--- src/rtl/insn_queue_pkg.sv ---
// Shared types and constants for the fetch-to-decode instruction queue.
// Entry layout carries the instruction word plus its branch-prediction sidecar.
package insn_queue_pkg;

  localparam int M_WIDTH          = 32;
  localparam int LG_PHT_SZ        = 16;
  localparam int LG_DEPTH_DEFAULT = 3;

  typedef struct packed {
    logic [31:0]          insn;
    logic [M_WIDTH-1:0]   pc;
    logic                 pred;
    logic [LG_PHT_SZ-1:0] pht_idx;
    logic [M_WIDTH-1:0]   pred_target;
  } insn_q_entry_t;

  localparam int ENTRY_W = 32 + 2 * M_WIDTH + 1 + LG_PHT_SZ;

endpackage

--- src/rtl/insn_queue_if.sv ---
// Fetch-side and decode-side handshake bundle for insn_queue.
// Handshake: a transfer happens on a clock edge where valid && ready; valid must not depend on ready.
interface insn_queue_if;
  import insn_queue_pkg::*;

  logic                 in_valid;
  logic                 in_ready;
  logic [31:0]          in_insn;
  logic [M_WIDTH-1:0]   in_pc;
  logic                 in_pred;
  logic [LG_PHT_SZ-1:0] in_pht_idx;
  logic [M_WIDTH-1:0]   in_pred_target;

  logic                 out_valid;
  logic                 out_ready;
  logic [31:0]          out_insn;
  logic [M_WIDTH-1:0]   out_pc;
  logic                 out_pred;
  logic [LG_PHT_SZ-1:0] out_pht_idx;
  logic [M_WIDTH-1:0]   out_pred_target;

  // master: fetch producer plus decode consumer; slave: the queue itself
  modport master (
    output in_valid, in_insn, in_pc, in_pred, in_pht_idx, in_pred_target,
    input  in_ready,
    input  out_valid, out_insn, out_pc, out_pred, out_pht_idx, out_pred_target,
    output out_ready
  );

  modport slave (
    input  in_valid, in_insn, in_pc, in_pred, in_pht_idx, in_pred_target,
    output in_ready,
    output out_valid, out_insn, out_pc, out_pred, out_pht_idx, out_pred_target,
    input  out_ready
  );

endinterface

--- src/rtl/insn_queue_ram.sv ---
// Flop storage for the instruction queue: one synchronous write port, one asynchronous read port.
// Contents are intentionally not reset; validity is tracked by the pointers in insn_queue.
module insn_queue_ram
  import insn_queue_pkg::*;
#(
  parameter int LG_DEPTH = LG_DEPTH_DEFAULT
) (
  input  logic                clk,
  input  logic                we,
  input  logic [LG_DEPTH-1:0] waddr,
  input  insn_q_entry_t       wdata,
  input  logic [LG_DEPTH-1:0] raddr,
  output insn_q_entry_t       rdata
);

  insn_q_entry_t mem [2**LG_DEPTH];

  always_ff @(posedge clk) begin
    if (we) begin
      mem[waddr] <= wdata;
    end
  end

  assign rdata = mem[raddr];

endmodule

--- src/rtl/insn_queue.sv ---
// Fetch-to-decode instruction buffer with one-cycle flush and registered-only in_ready.
// Optional same-cycle empty-queue bypass is enabled by defining INSN_QUEUE_BYPASS_EN.
module insn_queue
  import insn_queue_pkg::*;
#(
  parameter int LG_DEPTH = LG_DEPTH_DEFAULT
) (
  input  logic              clk,
  input  logic              reset_n,
  input  logic              flush,
  insn_queue_if.slave       q,
  output logic [LG_DEPTH:0] occupancy
);

  logic [LG_DEPTH:0] head;
  logic [LG_DEPTH:0] tail;
  logic              empty;
  logic              full;
  logic              push;
  logic              pop;
  logic              out_valid;
  insn_q_entry_t     in_entry;
  insn_q_entry_t     ram_rdata;
  insn_q_entry_t     out_entry;

  // Extra pointer MSB distinguishes full from empty when the index bits match.
  assign empty = (head == tail);
  assign full  = (head[LG_DEPTH] != tail[LG_DEPTH]) &&
                 (head[LG_DEPTH-1:0] == tail[LG_DEPTH-1:0]);

  assign in_entry = {q.in_insn, q.in_pc, q.in_pred, q.in_pht_idx, q.in_pred_target};

  always_comb begin
    out_entry = ram_rdata;
    out_valid = !empty;
    push      = q.in_valid && !full && !flush;
    pop       = !empty && q.out_ready && !flush;
`ifdef INSN_QUEUE_BYPASS_EN
    // Empty queue forwards the fetch entry; a consumed forward never touches storage.
    if (empty && !flush && q.in_valid) begin
      out_valid = 1'b1;
      out_entry = in_entry;
      if (q.out_ready) begin
        push = 1'b0;
      end
    end
`endif
  end

  always_ff @(posedge clk or negedge reset_n) begin
    if (!reset_n) begin
      head <= '0;
      tail <= '0;
    end else if (flush) begin
      head <= '0;
      tail <= '0;
    end else begin
      if (push) begin
        tail <= tail + 1'b1;
      end
      if (pop) begin
        head <= head + 1'b1;
      end
    end
  end

  insn_queue_ram #(
    .LG_DEPTH (LG_DEPTH)
  ) u_ram (
    .clk   (clk),
    .we    (push),
    .waddr (tail[LG_DEPTH-1:0]),
    .wdata (in_entry),
    .raddr (head[LG_DEPTH-1:0]),
    .rdata (ram_rdata)
  );

  assign q.in_ready        = !full;
  assign q.out_valid       = out_valid;
  assign q.out_insn        = out_entry.insn;
  assign q.out_pc          = out_entry.pc;
  assign q.out_pred        = out_entry.pred;
  assign q.out_pht_idx     = out_entry.pht_idx;
  assign q.out_pred_target = out_entry.pred_target;

  assign occupancy = tail - head;

endmodule

--- src/flat_wrapper.sv ---
// flat-port wrapper written by rule: the top's interface ports become plain ports
module insn_queue_flat import insn_queue_pkg::*;
#(
  parameter int LG_DEPTH = LG_DEPTH_DEFAULT
)
  (clk, reset_n, flush, occupancy, q_in_valid, q_in_insn, q_in_pc, q_in_pred, q_in_pht_idx, q_in_pred_target, q_in_ready, q_out_valid, q_out_insn, q_out_pc, q_out_pred, q_out_pht_idx, q_out_pred_target, q_out_ready);
  insn_queue_if q_i ();
  input  logic clk;
  input  logic reset_n;
  input  logic flush;
  output logic [LG_DEPTH:0] occupancy;
  input wire logic [$bits(q_i.in_valid)-1:0] q_in_valid;
  input wire logic [$bits(q_i.in_insn)-1:0] q_in_insn;
  input wire logic [$bits(q_i.in_pc)-1:0] q_in_pc;
  input wire logic [$bits(q_i.in_pred)-1:0] q_in_pred;
  input wire logic [$bits(q_i.in_pht_idx)-1:0] q_in_pht_idx;
  input wire logic [$bits(q_i.in_pred_target)-1:0] q_in_pred_target;
  output wire logic [$bits(q_i.in_ready)-1:0] q_in_ready;
  output wire logic [$bits(q_i.out_valid)-1:0] q_out_valid;
  output wire logic [$bits(q_i.out_insn)-1:0] q_out_insn;
  output wire logic [$bits(q_i.out_pc)-1:0] q_out_pc;
  output wire logic [$bits(q_i.out_pred)-1:0] q_out_pred;
  output wire logic [$bits(q_i.out_pht_idx)-1:0] q_out_pht_idx;
  output wire logic [$bits(q_i.out_pred_target)-1:0] q_out_pred_target;
  input wire logic [$bits(q_i.out_ready)-1:0] q_out_ready;
  assign q_i.in_valid = q_in_valid;
  assign q_i.in_insn = q_in_insn;
  assign q_i.in_pc = q_in_pc;
  assign q_i.in_pred = q_in_pred;
  assign q_i.in_pht_idx = q_in_pht_idx;
  assign q_i.in_pred_target = q_in_pred_target;
  assign q_in_ready = q_i.in_ready;
  assign q_out_valid = q_i.out_valid;
  assign q_out_insn = q_i.out_insn;
  assign q_out_pc = q_i.out_pc;
  assign q_out_pred = q_i.out_pred;
  assign q_out_pht_idx = q_i.out_pht_idx;
  assign q_out_pred_target = q_i.out_pred_target;
  assign q_i.out_ready = q_out_ready;
  insn_queue #(.LG_DEPTH(LG_DEPTH)) u_core (.clk(clk), .reset_n(reset_n), .flush(flush), .q(q_i), .occupancy(occupancy));
endmodule
--- config.mk ---
export PLATFORM = sky130hd
export DESIGN_NAME = insn_queue_flat
export DESIGN_NICKNAME = d
export VERILOG_FILES = /design/src/rtl/insn_queue_pkg.sv /design/src/rtl/insn_queue_if.sv /design/src/rtl/insn_queue_ram.sv /design/src/rtl/insn_queue.sv /design/src/flat_wrapper.sv
export SDC_FILE = /design/constraint.sdc
export NUM_CORES = 1
export LEC_CHECK = 0
export ABC_AREA = 1
export BUFFER_PORTS_ARGS = -buffer_cell sky130_fd_sc_hd__clkbuf_2
export CORE_MARGIN = 3
export CORE_UTILIZATION = 55
export DETAILED_ROUTE_END_ITERATION = 6
export PLACE_DENSITY = 0.76
export SLEW_MARGIN = 20
export SYNTH_ARGS = -nofsm -noshare
export SYNTH_HDL_FRONTEND = slang
export SYNTH_SLANG_ARGS = --single-unit
--- constraint.sdc ---
create_clock -name clk -period 6.8 [get_ports clk]
set_input_delay 0.68 -clock clk [delete_from_list [all_inputs] [get_ports clk]]
set_output_delay 0.68 -clock clk [all_outputs]
set_load 0.03 [all_outputs]
==> reports/results.ini, run 1 <==
[outcome]
status=finished clean

[power]
p_sw_mw=3.71
switching_share=0.272
power.internal_mw=9.92
combPwrFrac=0.163
p_clk_frac=0.374
p_leak_nw=15.3
power_density_nw_per_um2=329
peakVddDrop_v=0.000169
seq_power_share=0.463

[placement]
dpl_cell_area_um2=38300
pre_cts_slack_ps=2100
routabilityCongestion=0.796
placement.io_buffers=236
hpwl_mm=41.2

[setup_path]
path_max_fanout=159
critPathKind=flip-flop to primary output
start_kind=flip-flop
startpoint=u_core.head[0]
r2r_setup_slack_ps=2130
reg2reg_from=u_core.head[2]
crit_path_end=q_out_pc[5]
cp.arrival_ps=4520
cp.required_ps=6120
ff2ff_path_depth=8
r2r_end=u_core.u_ram.mem[0][45]
cp-end-kind=primary output

[clock_tree]
clk_latency_ps=630
tritoncts=built
cts_max_path_buffers=3
root_buffer=clkbuf_16
cts_resized=0
cts.clk_slew.worst_paths_ps=60
cts_sinks=912
cts-buffers-inserted=90
cts_max_level=3
ctsHoldBuffers=1
cts_setup_buffers=0

[yosys]
yosys.area.top_type=edfxtp_1
synth.most_common_cell=nor2_1
yosysTopAreaCellShare=0.743
synth_top_family_by_area=simple AND/OR/NAND/NOR gates
synth_edf_count=904
syn_area_per_cell_um2=11.8
synth_nets=3231
async_flop_share=0.00877
synthFlopType=edfxtp_1
yosys.area_share.xor_xnor=0.000720
ys_seq_area_frac=0.749
ys_seq_elements=912
synth-simple-area-share=0.159
yosys_warnings=0
synth_fa_ha_area_frac=0.00226
postSynthCellCount=3107
synthMuxAreaShare=0
synth_area_leaders=edfxtp_1 74%, nor2_1 9.4%, nand2_1 6.2%, o21ai_1 4.8%, buf_2 1.5%
syn_area_um2=36500
synthTopCellsByCount=917 x nor2_1, 904 x edfxtp_1, 600 x nand2_1
synth_cell_type_count=22
synth_compound_area_frac=0.0622

[floorplan]
die_x_um=264
rows=93
fp.dieH_um=264
core_um2=65000
dieArea_um2=69500
initial_core_util=0.561
io_pins=237

[cells_and_area]
synthToLayoutAreaGrowth_pct=13.4
drive_gt1_frac=0.123
fin_nets=3411
fin_area_um2=41400
nFillCells=4744

[timing]
fmaxAchievable_ghz=0.192
period_share=0.764
rsz0062_at_grt=no
max-slew-margin-rel=0.300
finalHoldViolCount=0
final_max_slew_viol_count=0
hold_slack_ps=331
skew_ps=14.2
worst_slew_pin_slew_ps=1050
setup_violations=0
period_minus_slack_ps=5200
fin_ws_ps=1600

[detailed_routing]
via_per_inst=5.53
dr.first_iter.drc_count=2019
dr.pass1.iters=6
drc=0
vias=23314
wl_mm=82.6
antenna_left=0
wire_per_inst_um=19.6

[hold_path]
min_from=q_in_pred_target[20]
hold_class=input pin to flip-flop

[run]
maxCapViolCount=0

[grt]
grt_pass1_wl_mm=128
antenna_found_initial=10
grt_overflow=0
grt_pass1_vias=22825
grt_use_total=0.235
grt_start_max_net_pins=226

==> final cells by class <==
| type | count | area [um2] | area share |
|---|---|---|---|
| flip-flops and latches | 912 | 27400 | 0.661 |
| multi-input cells | 2001 | 8250 | 0.199 |
| clock buffers | 106 | 2400 | 0.0579 |
| repair buffers | 268 | 1580 | 0.0381 |
| well taps | 855 | 1070 | 0.0258 |
| clock inverters | 56 | 657 | 0.0159 |
| inverters | 14 | 70.1 | 0.00169 |
| diodes | 7 | 17.5 | 0.000423 |
==> cells by family (layout without fill, tap and decap cells) <==
| kind of cell | after synthesis | after routing |
|---|---|---|
| AND/OR/NAND/NOR | 1538 | 1538 |
| flip-flops | 912 | 912 |
| AO/OA/AOI/OAI | 454 | 454 |
| buffers and inverters | 194 | 444 |
| adder cells (fa/ha/maj) | 6 | 6 |
| XOR/XNOR | 3 | 3 |
| other | 0 | 7 |
==> layer usage <==
metal	share of wire	global-route usage	vias to the layer above	wire length [um]
met5	0.00035	0	-	29
met3	0.074	0.0421	136	6120
met2	0.49	0.390	875	40800
met1	0.41	0.316	11283	33700
li1	-	-	11014	-
met4	0.024	0.0800	6	1970
==> worst min path at each step <==
stage	depth (start not counted)	end	slack, ps
floorplan	0	u_core.head[0]	380
global placement	1	u_core.tail[1]	550
detailed placement	1	u_core.tail[1]	550
CTS	1	u_core.u_ram.mem[7][20]	290
global route	1	u_core.u_ram.mem[0][86]	310
finish	1	u_core.u_ram.mem[5][20]	330
==> through the flow <==
step | TNS [ps] | std cells | power [mW] | utilization
2_1_floorplan | -338520 | 3107 | 8.02 | -
3_3_place_gp | 0 | 4047 | 8.60 | 0.588
3_5_place_dp | 0 | 4047 | 8.64 | 0.588
4_1_cts | 0 | 4210 | 13.7 | 0.635
5_1_grt | 0 | 4216 | 14.2 | 0.636
6_report | 0 | 4219 | 13.6 | 0.636
==> sequential cells by signal, summed over array words and instances (netlist names) <==
name and count:
u_core.u_ram.mem 904, u_core.head 4, u_core.tail 4
==> layout by cell type, fill, tap and decap left out, types with 2 or more instances in the layout <==
master	count
inv_6	3
clkinvlp_4	2
dfrtp_1	5
inv_8	2
clkinv_1	19
nor2_4	8
nor2_1	909
nand4_1	8
o21ai_0	106
nand2_1	600
o21ai_1	347
buf_4	20
clkbuf_16	93
dfrtp_4	3
clkinv_4	2
clkbuf_2	236
clkinv_2	16
bufinv_16	15
clkbuf_1	11
buf_12	9
nand3_1	13
ha_1	5
buf_16	2
edfxtp_1	904
diode_2	7
clkbuf_8	2
inv_1	10
xor2_1	2
==> power by group through the flow <==
stage | clock network [mW] | logic, mW | registers, mW
detailed placement | 0 | 2.20 | 6.44
floorplan | 0 | 1.61 | 6.41
finish | 5.10 | 2.22 | 6.32
CTS | 5.17 | 2.22 | 6.32
global placement | 0 | 2.17 | 6.43
global route | 5.41 | 2.45 | 6.32
==> worst max-delay path, stage by stage (launching register included) <==
cell      delay, ps
dfrtp_4         970
buf_4           820
buf_12          370
buf_16          410
nor2_1          120
nor2_1          110
o21ai_0         130
nand2_1         120
nand2_1          50
nand2_1         170
clkbuf_2        230
Power figures use the tool's default switching activity.
==> run 2: changes to the inputs <==
--- a/config.mk
+++ b/config.mk
@@ -8,9 +8,9 @@
 export ABC_AREA = 1
 export BUFFER_PORTS_ARGS = -buffer_cell sky130_fd_sc_hd__clkbuf_2
 export CORE_MARGIN = 3
-export CORE_UTILIZATION = 55
+export CORE_UTILIZATION = 60
 export DETAILED_ROUTE_END_ITERATION = 6
-export PLACE_DENSITY = 0.76
+export PLACE_DENSITY = 0.79
 export SLEW_MARGIN = 20
 export SYNTH_ARGS = -nofsm -noshare
 export SYNTH_HDL_FRONTEND = slang
==> constraint.sdc (replaced) <==
create_clock -name clk -period 5.4 [get_ports clk]
set_input_delay 0.54 -clock clk [delete_from_list [all_inputs] [get_ports clk]]
set_output_delay 0.54 -clock clk [all_outputs]
set_load 0.03 [all_outputs]
==> run 2 against run 1 <==
Register-to-register slack worse by 290 ps. Count of clock-buffer cells in the layout fell by 1. Sequential share of layout area increased by 0.50 points. Clock power rose by 15%. Sequential power rose by 26%. Power is 22% higher. Sequential cell count stayed put. Largest cell class unchanged. Largest power group unchanged. Highest routed layer unchanged.
==> reports/results.ini, run 2 (synthesis results as in run 1) <==
[setup_path]
critPathKind=flip-flop to primary output
startpoint=u_core.head[0]
critical_path.max_stage_delay_ps=910  ; -60 ps
cp.arrival_ps=3700  ; -820 ps
reg2reg_from=u_core.head[2]
crit_path_end=q_out_pc[25]
path_max_fanout=200  ; +26%
r2r_setup_slack_ps=1840  ; -290 ps
cp.required_ps=4860  ; -1260 ps
start_kind=flip-flop
cp_common_cell=nand2_1
cp_num_buf_inv=3  ; -1
crit_cells=7  ; -3
r2r_end=u_core.u_ram.mem[5][69]
critPathTopFamily=buffers and inverters
cp_cell_sequence=clkinv_8 -> buf_4 -> o21ai_1 -> nand2_1 -> nand2_1 -> nand2_1 -> clkbuf_2
slowest_stage=dfrtp_4
cp-end-kind=primary output
ff2ff_path_depth=8  ; unchanged

[detailed_routing]
wl_mm=82.0  ; -0.78%
via_per_inst=5.72  ; +3.5%
antenna_left=0  ; unchanged
wire_per_inst_um=19.8  ; +1.1%
dr.first_iter.drc_count=2363  ; +17%
routed-wl-met3_mm=6.04  ; -1.3%
wl_met1_mm=32.1  ; -4.7%
drc=0  ; unchanged
vias=23679  ; +1.6%
met2_length_mm=41.3  ; +1.2%
dr.pass1.iters=5  ; -1
top_layer=met5

[clock_tree]
cts_max_path_buffers=3  ; unchanged
tritoncts=built
clk_latency_ps=620  ; about the same
cts_sinks=912  ; unchanged
cts-buffers-inserted=89  ; -1.1%
cts.clk_slew.worst_paths_ps=60  ; about the same
cts_max_level=3  ; unchanged
root_buffer=clkbuf_16
cts_setup_buffers=0  ; unchanged

[floorplan]
initial_core_util=0.613  ; +0.0515
fp.dieH_um=253  ; -4.2%
rows=89  ; -4.3%
core_um2=59600  ; -8.4%
dieArea_um2=63900  ; -8.1%
die_x_um=253  ; -4.2%
io_pins=237  ; unchanged

[cells_and_area]
top_regs=u_core.u_ram.mem x904, u_core.head x4, u_core.tail x4
fin_cells=4140  ; -1.9%
largest_register=u_core.u_ram.mem
nFillCells=3843  ; -19%
multiInputGateArea_um2=8250  ; unchanged
largest_reg_flops=904  ; unchanged
drive_gt1_frac=0.121  ; -0.00186
layout_commonest_cell=nor2_1
seq_area_um2=27400  ; unchanged
fin_area_um2=41100  ; -0.75%
fin_nets=3415  ; +0.12%
final_cell_mix=909 x nor2_1, 904 x edfxtp_1, 600 x nand2_1, 347 x o21ai_1, 236 x clkbuf_2
synthToLayoutAreaGrowth_pct=12.5

[timing]
rsz0062_at_grt=no
max-slew-margin-rel=0.247  ; -0.0531
worst_slew_pin_slew_ps=1130  ; +82.1 ps
fin_ws_ps=1160  ; -444 ps
period_minus_slack_ps=4240
finalHoldViolCount=0  ; unchanged
setup_tns_ps=0  ; unchanged
final_max_slew_viol_count=0  ; unchanged
setup_violations=0  ; unchanged
period_share=0.786
fmaxAchievable_ghz=0.236
skew_ps=19.0  ; +4.83 ps

[power]
peakVddDrop_v=0.000248  ; +47%
total_power_mw=16.6  ; +22%
p_leak_nw=15.2  ; -0.83%
power_density_nw_per_um2=404  ; +23%

[outcome]
status=finished clean

[placement]
dpl_cell_area_um2=38300  ; about the same
hpwl_mm=42.8  ; +4.0%
placement.io_buffers=236  ; unchanged
pre_cts_slack_ps=1870  ; -225 ps
routabilityCongestion=0.798  ; +0.21%
dp_cells=3972  ; -1.9%

[hold_path]
hold_class=input pin to flip-flop
min_from=q_in_insn[31]

[grt]
grt_use_total=0.255  ; +0.0199
antenna_found_initial=10  ; unchanged
grt_overflow=0  ; unchanged
grt_start_max_net_pins=201  ; -11%
grt_pass1_wl_mm=125  ; -2.2%
grt_pass1_vias=23457  ; +2.8%

[run]
maxCapViolCount=0  ; unchanged

[run 2: area by class of cell]
class	instances	area share
diodes	8	0.000487
clock buffers	105	0.0567
clock inverters	54	0.0103
inverters	14	0.00177
multi-input cells	2001	0.201
flip-flops and latches	912	0.666
well taps	773	0.0235
repair buffers	273	0.0405
[run 2: how the worst min path moves through the flow]
stage / cells after the start / endpoint / slack, ps
finish: 1 / u_core.u_ram.mem[1][112] / 190
global route: 1 / u_core.u_ram.mem[0][52] / 180
CTS: 1 / u_core.u_ram.mem[6][29] / 150
detailed placement: 1 / u_core.tail[3] / 400
global placement: 1 / u_core.tail[3] / 400
floorplan: 0 / u_core.head[0] / 240
[run 2: timing repair]
action                                 4_1_cts  5_1_grt
endpoints found under the hold margin        8        0
gates resized for setup                      0        0
hold buffers                                 1        0
[run 2: layer usage]
metal | vias to the layer above | global-route usage
met5 | - | 0
met1 | 11475 | 0.331
met3 | 188 | 0.0455
li1 | 11034 | -
met4 | 6 | 0.107
met2 | 976 | 0.429
[run 2: per-stage QoR]
stage | hold slack (ps) | util
finish | 191 | 0.690
global route | 178 | 0.689
CTS | 155 | 0.689
detailed placement | 402 | 0.643
global placement | 402 | 0.643
floorplan | 244 | -
[run 2: power by group]
| part | total (mW) | internal, mW | switching [mW] |
|---|---|---|---|
| Clock | 5.86 | 3.36 | 2.50 |
| Combinational | 2.79 | 0.727 | 2.06 |
| Sequential | 7.95 | 7.89 | 0.0636 |
| Total | 16.6 | 12.0 | 4.63 |
